`config.mk`:
```
export PLATFORM = sky130hd
export DESIGN_NAME = hilo_muldiv_seq
export DESIGN_NICKNAME = d
export VERILOG_FILES = /design/src/rtl/hilo_muldiv_seq.sv
export SDC_FILE = /design/constraint.sdc
export NUM_CORES = 1
export LEC_CHECK = 0
export CAP_MARGIN = 0
export CELL_PAD_IN_SITES_DETAIL_PLACEMENT = 1
export CELL_PAD_IN_SITES_GLOBAL_PLACEMENT = 1
export CORE_UTILIZATION = 31
export CTS_BUF_LIST = sky130_fd_sc_hd__clkbuf_4 sky130_fd_sc_hd__clkbuf_8
export DETAILED_ROUTE_END_ITERATION = 10
export GPL_ROUTABILITY_DRIVEN = 0
export PLACE_DENSITY = 0.91
export SLEW_MARGIN = 20
export SYNTH_ARGS = -nofsm -noshare
export SYNTH_HDL_FRONTEND = slang
export SYNTH_SLANG_ARGS = --single-unit
```
`constraint.sdc`:
```
create_clock -name clk -period 7.9 [get_ports clk]
set_input_delay 1.58 -clock clk [delete_from_list [all_inputs] [get_ports clk]]
set_output_delay 1.58 -clock clk [all_outputs]
set_load 0.03 [all_outputs]
```
`src/rtl/hilo_muldiv_seq.sv`:
```
// rtl/hilo_muldiv_seq.sv - multicycle mul/div sequencer with HI/LO result capture
module hilo_muldiv_seq #(
    parameter int DIV_SETTLE = 4,
    parameter int MUL_SETTLE = 2
) (
    input  logic        clk,
    input  logic        clr,
    input  logic        start,
    input  logic        op_div,
    input  logic [31:0] in_a,
    input  logic [31:0] in_b,
    output logic [31:0] op_a,
    output logic [31:0] op_b,
    input  logic [31:0] div_q,
    input  logic [31:0] div_r,
    input  logic [63:0] mul_p,
    input  logic        hi_wr,
    input  logic        lo_wr,
    input  logic [31:0] wr_data,
    output logic        busy,
    output logic        done,
    output logic        div_zero,
    output logic [31:0] hi,
    output logic [31:0] lo
);

    typedef enum logic {
        IDLE = 1'b0,
        RUN  = 1'b1
    } state_t;

    // Counter load values: the capture happens on the edge where the counter reads zero.
    localparam logic [3:0] DIV_LOAD = 4'(DIV_SETTLE - 1);
    localparam logic [3:0] MUL_LOAD = 4'(MUL_SETTLE - 1);

    state_t      state_q, state_d;
    logic [3:0]  cnt_q, cnt_d;
    logic        op_div_q, op_div_d;
    logic [31:0] op_a_q, op_a_d;
    logic [31:0] op_b_q, op_b_d;
    logic [31:0] hi_q, hi_d;
    logic [31:0] lo_q, lo_d;
    logic        done_q, done_d;
    logic        div_zero_q, div_zero_d;
    logic        capture;

    // Next-state: start acceptance, settle countdown, result capture and mthi/mtlo writes.
    always_comb begin
        state_d    = state_q;
        cnt_d      = cnt_q;
        op_div_d   = op_div_q;
        op_a_d     = op_a_q;
        op_b_d     = op_b_q;
        hi_d       = hi_q;
        lo_d       = lo_q;
        div_zero_d = div_zero_q;
        capture    = 1'b0;

        unique case (state_q)
            IDLE: begin
                if (start) begin
                    state_d    = RUN;
                    op_a_d     = in_a;
                    op_b_d     = in_b;
                    op_div_d   = op_div;
                    cnt_d      = op_div ? DIV_LOAD : MUL_LOAD;
                    div_zero_d = 1'b0;
                end
            end
            RUN: begin
                if (cnt_q == 4'd0) begin
                    capture = 1'b1;
                    state_d = IDLE;
                end else begin
                    cnt_d = cnt_q - 4'd1;
                end
            end
            default: state_d = IDLE;
        endcase

        // Direct writes apply in any state, but a coincident capture overrides them.
        if (hi_wr) hi_d = wr_data;
        if (lo_wr) lo_d = wr_data;

        if (capture) begin
            if (op_div_q) begin
                lo_d       = div_q;
                hi_d       = div_r;
                div_zero_d = (op_b_q == 32'd0);
            end else begin
                lo_d = mul_p[31:0];
                hi_d = mul_p[63:32];
            end
        end

        done_d = capture;
    end

    // State and datapath registers, cleared asynchronously.
    always_ff @(posedge clk or posedge clr) begin
        if (clr) begin
            state_q    <= IDLE;
            cnt_q      <= 4'd0;
            op_div_q   <= 1'b0;
            op_a_q     <= 32'd0;
            op_b_q     <= 32'd0;
            hi_q       <= 32'd0;
            lo_q       <= 32'd0;
            done_q     <= 1'b0;
            div_zero_q <= 1'b0;
        end else begin
            state_q    <= state_d;
            cnt_q      <= cnt_d;
            op_div_q   <= op_div_d;
            op_a_q     <= op_a_d;
            op_b_q     <= op_b_d;
            hi_q       <= hi_d;
            lo_q       <= lo_d;
            done_q     <= done_d;
            div_zero_q <= div_zero_d;
        end
    end

    assign busy     = (state_q == RUN);
    assign done     = done_q;
    assign div_zero = div_zero_q;
    assign op_a     = op_a_q;
    assign op_b     = op_b_q;
    assign hi       = hi_q;
    assign lo       = lo_q;

endmodule

```
**Yosys cells after proc, flatten, opt, wreduce, memory -nomap -nowiden**

Index checks and enable logic that the tools add are counted.

- Bits in registers: 136
- Bits in latches: 0
- Bits in writable memories: 0
- Memory bits (read-only): 0
- Bits of input ports: 230
- Output and inout bits: 131
- Word-level logic and storage cells: 38
- Memories: 0

- Add/sub/neg operators: 1
- $mul: 0
- Divide/modulo/power cells: 0
- $lt $le $gt $ge: 0
- Equality and inequality tests: 2
- Shift operators: 0
- Mux-type cells: 19
- Bitwise operators: 1
- Reductions and logical operators: 6

Operator list:

| cell | number |
|---|---|
| $mux W32 | 6 |
| $logic_not A32 Y1 | 1 |
| $mux W1 | 8 |
| $mux W4 | 2 |
| $pmux W4 S2 | 1 |
| $logic_not A4 Y1 | 1 |
| $ne A2 B2 Y1 const B | 2 |
| $reduce_and A2 Y1 | 2 |
| $reduce_bool A2 Y1 | 2 |
| $sub A4 B1 Y4 const B | 1 |
| $mux W2 | 1 |
| $pmux W1 S2 | 1 |
| $not A1 Y1 | 1 |

**Depth between registers and ports, before layout**

- Word-level depth: 4
- Depth in mapped cells: 7
- Mapped depth without buffers: 6

**Least setup slack after synthesis**

OpenSTA, ideal clock, no wires.

- Path type: input port to flip-flop
- Start: input hi_wr
- End: register hi_q[11] (netlist: hi[11])
- Library setup time: 0.127 ns
- Arrival time: 2.346 ns
- Required time: 7.773 ns
- Slack: 5.427 ns
- Stages: 5
- Buffers on the path: 3
- Path through: buf_2 buf_2 buf_2 a211oi_1 a21oi_1

- Word-level cells in the longest chain between the ends: 1

RTL lines:

| element | RTL line | RTL |
|---|---|---|
| start: declaration | 17 | `input logic hi_wr,` |
| $reduce_bool A2 Y1 (no line) | n/a |  |
| end signal: assignment | 117 | `hi_q <= hi_d;` |
| end: declaration | 41 | `logic [31:0] hi_q, hi_d;` |

No other way between the ends.
A chain may end at the register's enable or synchronous reset.

**Final worst setup path**

- Start: register state_q (netlist: busy)
- End: output busy

RTL lines:

| element | RTL line | RTL |
|---|---|---|
| start: declaration | 36 | `state_t state_q, state_d;` |
| start signal: assignment | 112 | `state_q <= state_d;` |
| end: declaration | 20 | `output logic busy,` |

No word-level cell between the ends.

==> results.py <==
metrics = {
    "drt": {
        "drt_wl_total_um": 23900,
        "viasPerCell": 4.93,
        "drc": 0,
        "vias": 6361,
        "dr.pass1.iters": 4,
        "drt_iter0_drc": 148,
        "ant_nets": 0,
        "wl_per_cell_um": 18.5,
    },
    "outcome": {
        "status": "finished clean",
    },
    "power_and_ir_drop": {
        "seqPwrFrac_pct": 31.4,
        "peakVddDrop_v": 0.000200,
        "p_per_area_nw_per_um2": 376,
        "p_int_mw": 2.20,
        "power_switching_mw": 1.79,
        "combPwrFrac_pct": 54.9,
        "p_clk_share_pct": 13.6,
        "switching_share_pct": 44.8,
        "power_leakage_nw": 4.55,
    },
    "cts": {
        "cts_resized": 0,
        "htree_levels": 4,
        "cts_tree": "done",
        "clk_latency_ps": 440,
        "cts_setup_buffers": 0,
        "clk_pin_slew_worst_paths_ps": 80,
        "clkSinkCount": 136,
        "cts_buffers": 17,
        "cts_buffer_depth": 2,
        "cts-root-buf": "clkbuf_8",
        "cts_hold_buf": 0,
    },
    "critical_path": {
        "critPathTopFamily": "buffers and inverters",
        "reg2reg_setup_slack_ps": 5320,
        "cp-end-kind": "output port",
        "critPathRequiredTime_ps": 6320,
        "max_stage_delay_ps": 790,
        "start_kind": "register",
        "crit_path_cell_trace": "clkdlybuf4s50_1",
        "worst_path_max_delay_cell": "clkdlybuf4s50_1",
        "cp_max_fo": 8,
        "cp.arrival_ps": 1740,
        "worstPathBufferInverterCount": 1,
        "worstSetupPathType": "reg2out",
    },
    "placement": {
        "place_hpwl_um": 17700,
        "numPortBuffers": 360,
    },
    "die": {
        "die_area_um2": 21700,
        "rows": 52,
        "ioPinCount": 361,
        "die_h_um": 147,
        "start_util_pct": 32.0,
        "coreArea_um2": 20400,
        "die_x_um": 147,
    },
    "cells_and_area": {
        "drive_above_1_share_pct": 5.19,
        "multiInputGateArea_um2": 2840,
        "regArea_um2": 3410,
        "final_nets": 1240,
        "diodes": 0,
        "nFillCells": 2321,
        "area_growth_syn_to_layout_pct": 62.5,
        "final_common_cell": "clkdlybuf4s50_1",
        "layout_common_cells": "clkdlybuf4s50_1, nand2_1, dfrtp_1, mux2i_1, a21oi_1",
    },
    "global_routing": {
        "grt_pass1_wl_um": 37000,
        "antenna_found_initial": 0,
        "grt_max_degree": 73,
        "overflow": 0,
        "grt_pass1_vias": 6847,
        "grt_usage_pct": 22.0,
    },
    "logic_synthesis": {
        "ys_seq_area_share_pct": 52.0,
        "ys_warn_count": 0,
        "synth_simple_gate_area_share_pct": 19.3,
        "yosys.area_share.adder_pct": 0.191,
        "netlist_instances": 674,
        "synth.avg_cell_area_um2": 9.71,
        "synth_top_family_by_area": "simple AND/OR/NAND/NOR gates",
        "ys_types": 25,
        "synth-seq-cells": 136,
        "synth_xor_area_share_pct": 0,
        "syn_area_um2": 6540,
        "synth_compound_area_share_pct": 13.2,
        "syn_nets": 905,
        "muxShareOfSynthArea_pct": 10.6,
    },
    "run": {
        "maxCapViolations": 0,
    },
    "min_path": {
        "hold_class": "reg2reg",
    },
    "sta": {
        "worst_clock_skew_ps": 14.2,
        "finalCritPeriodShare_pct": 42.1,
        "max_freq_mhz": 301,
        "period_minus_slack_ps": 3320,
        "tightest_slew_ps": 952,
        "setup_tns_ps": 0,
        "relSlewSlack_pct": 36.5,
        "hold_viol": 0,
        "finalSetupViolCount": 0,
        "holdWs_ps": 478,
        "rsz0062_at_grt": "false",
        "slew_viol_final": 0,
    },
}
==> synthesized netlist by cell type, drive strengths merged <==
master,number,area (um^2)
nor3,2,10.0
o31ai,1,7.51
and4bb,1,16.3
mux2,2,22.5
ha,1,12.5
clkbuf,11,48.8
nand3,1,5.00
buf,39,240
nor2b,65,407
nand2,197,739
dfrtp,136,3400
inv,5,18.8
a21boi,1,11.3
nand2b,2,12.5
nand4,2,12.5
mux2i,67,671
nor2,2,7.51
nor4,8,50.1
a21oi,65,325
a211oi,64,510
o21ai,2,10.0
==> final timing paths <==
| kind | startpoint | endpoint | cells past startpoint |
|---|---|---|---|
| worst min-delay path | op_a[18] | op_a[18] | 2 |
| worst max register to register | cnt_q[0] | hi[15] | 6 |
| worst min register to register | op_a[18] | op_a[18] | 2 |
| max in group asynchronous | clr | op_div_q | 3 |
| worst max-delay path | busy | busy | 1 |
| min in group asynchronous | clr | op_b[26] | 2 |
==> logic make-up after synthesis <==
logic type | after synthesis
AO/OA/AOI/OAI | 133
multiplexers | 69
adder cells (fa/ha/maj) | 1
buffers and inverters | 55
AND/OR/NAND/NOR | 280
flip-flops | 136
==> per-layer routing <==
layer	vias up	part of all wire [%]	global-route usage [%]
met5	-	0	0
met4	0	3.0	9.23
li1	2963	-	-
met2	254	51	39.3
met3	43	7.8	6.65
met1	3101	38	24.0
==> power groups by stage <==
| stage | combinational (mW) | sequential [mW] | clock (mW) |
|---|---|---|---|
| 3_5_place_dp | 2.15 | 1.31 | 0 |
| 5_1_grt | 2.33 | 1.30 | 0.590 |
| 2_1_floorplan | 0.715 | 1.79 | 0 |
| 4_1_cts | 2.16 | 1.31 | 0.565 |
| 6_report | 2.19 | 1.26 | 0.544 |
| 3_3_place_gp | 2.10 | 1.29 | 0 |
==> sequential cells by signal (all words and copies together), names as in the netlist <==
name / count
hi: 32
lo: 32
op_a: 32
op_b: 32
cnt_q: 4
busy: 1
div_zero: 1
done: 1
op_div_q: 1
==> cell type report <==
class	count	share of cell area [%]
sequential	136	32.1
timing repair buffer	366	34.4
inverter	5	0.224
tap	270	3.18
clock inverter	14	1.18
clock buffer	17	2.20
multi-input combinational	483	26.7
==> metrics by stage <==
| stage | util, % | instances | area (um^2) | power, mW | setup slack, ps |
|---|---|---|---|---|---|
| 6_report | 52.0 | 1291 | 10600 | 3.99 | 4580 |
| 5_1_grt | 52.0 | 1291 | 10600 | 4.22 | 4470 |
| 4_1_cts | 51.9 | 1290 | 10600 | 4.04 | 4500 |
| 3_5_place_dp | 50.1 | 1259 | 10200 | 3.47 | 4200 |
| 3_3_place_gp | 50.1 | 1259 | 10200 | 3.39 | 4280 |
| 2_1_floorplan | - | 674 | 6540 | 2.51 | 2680 |
(Power assumes the default switching activity.)
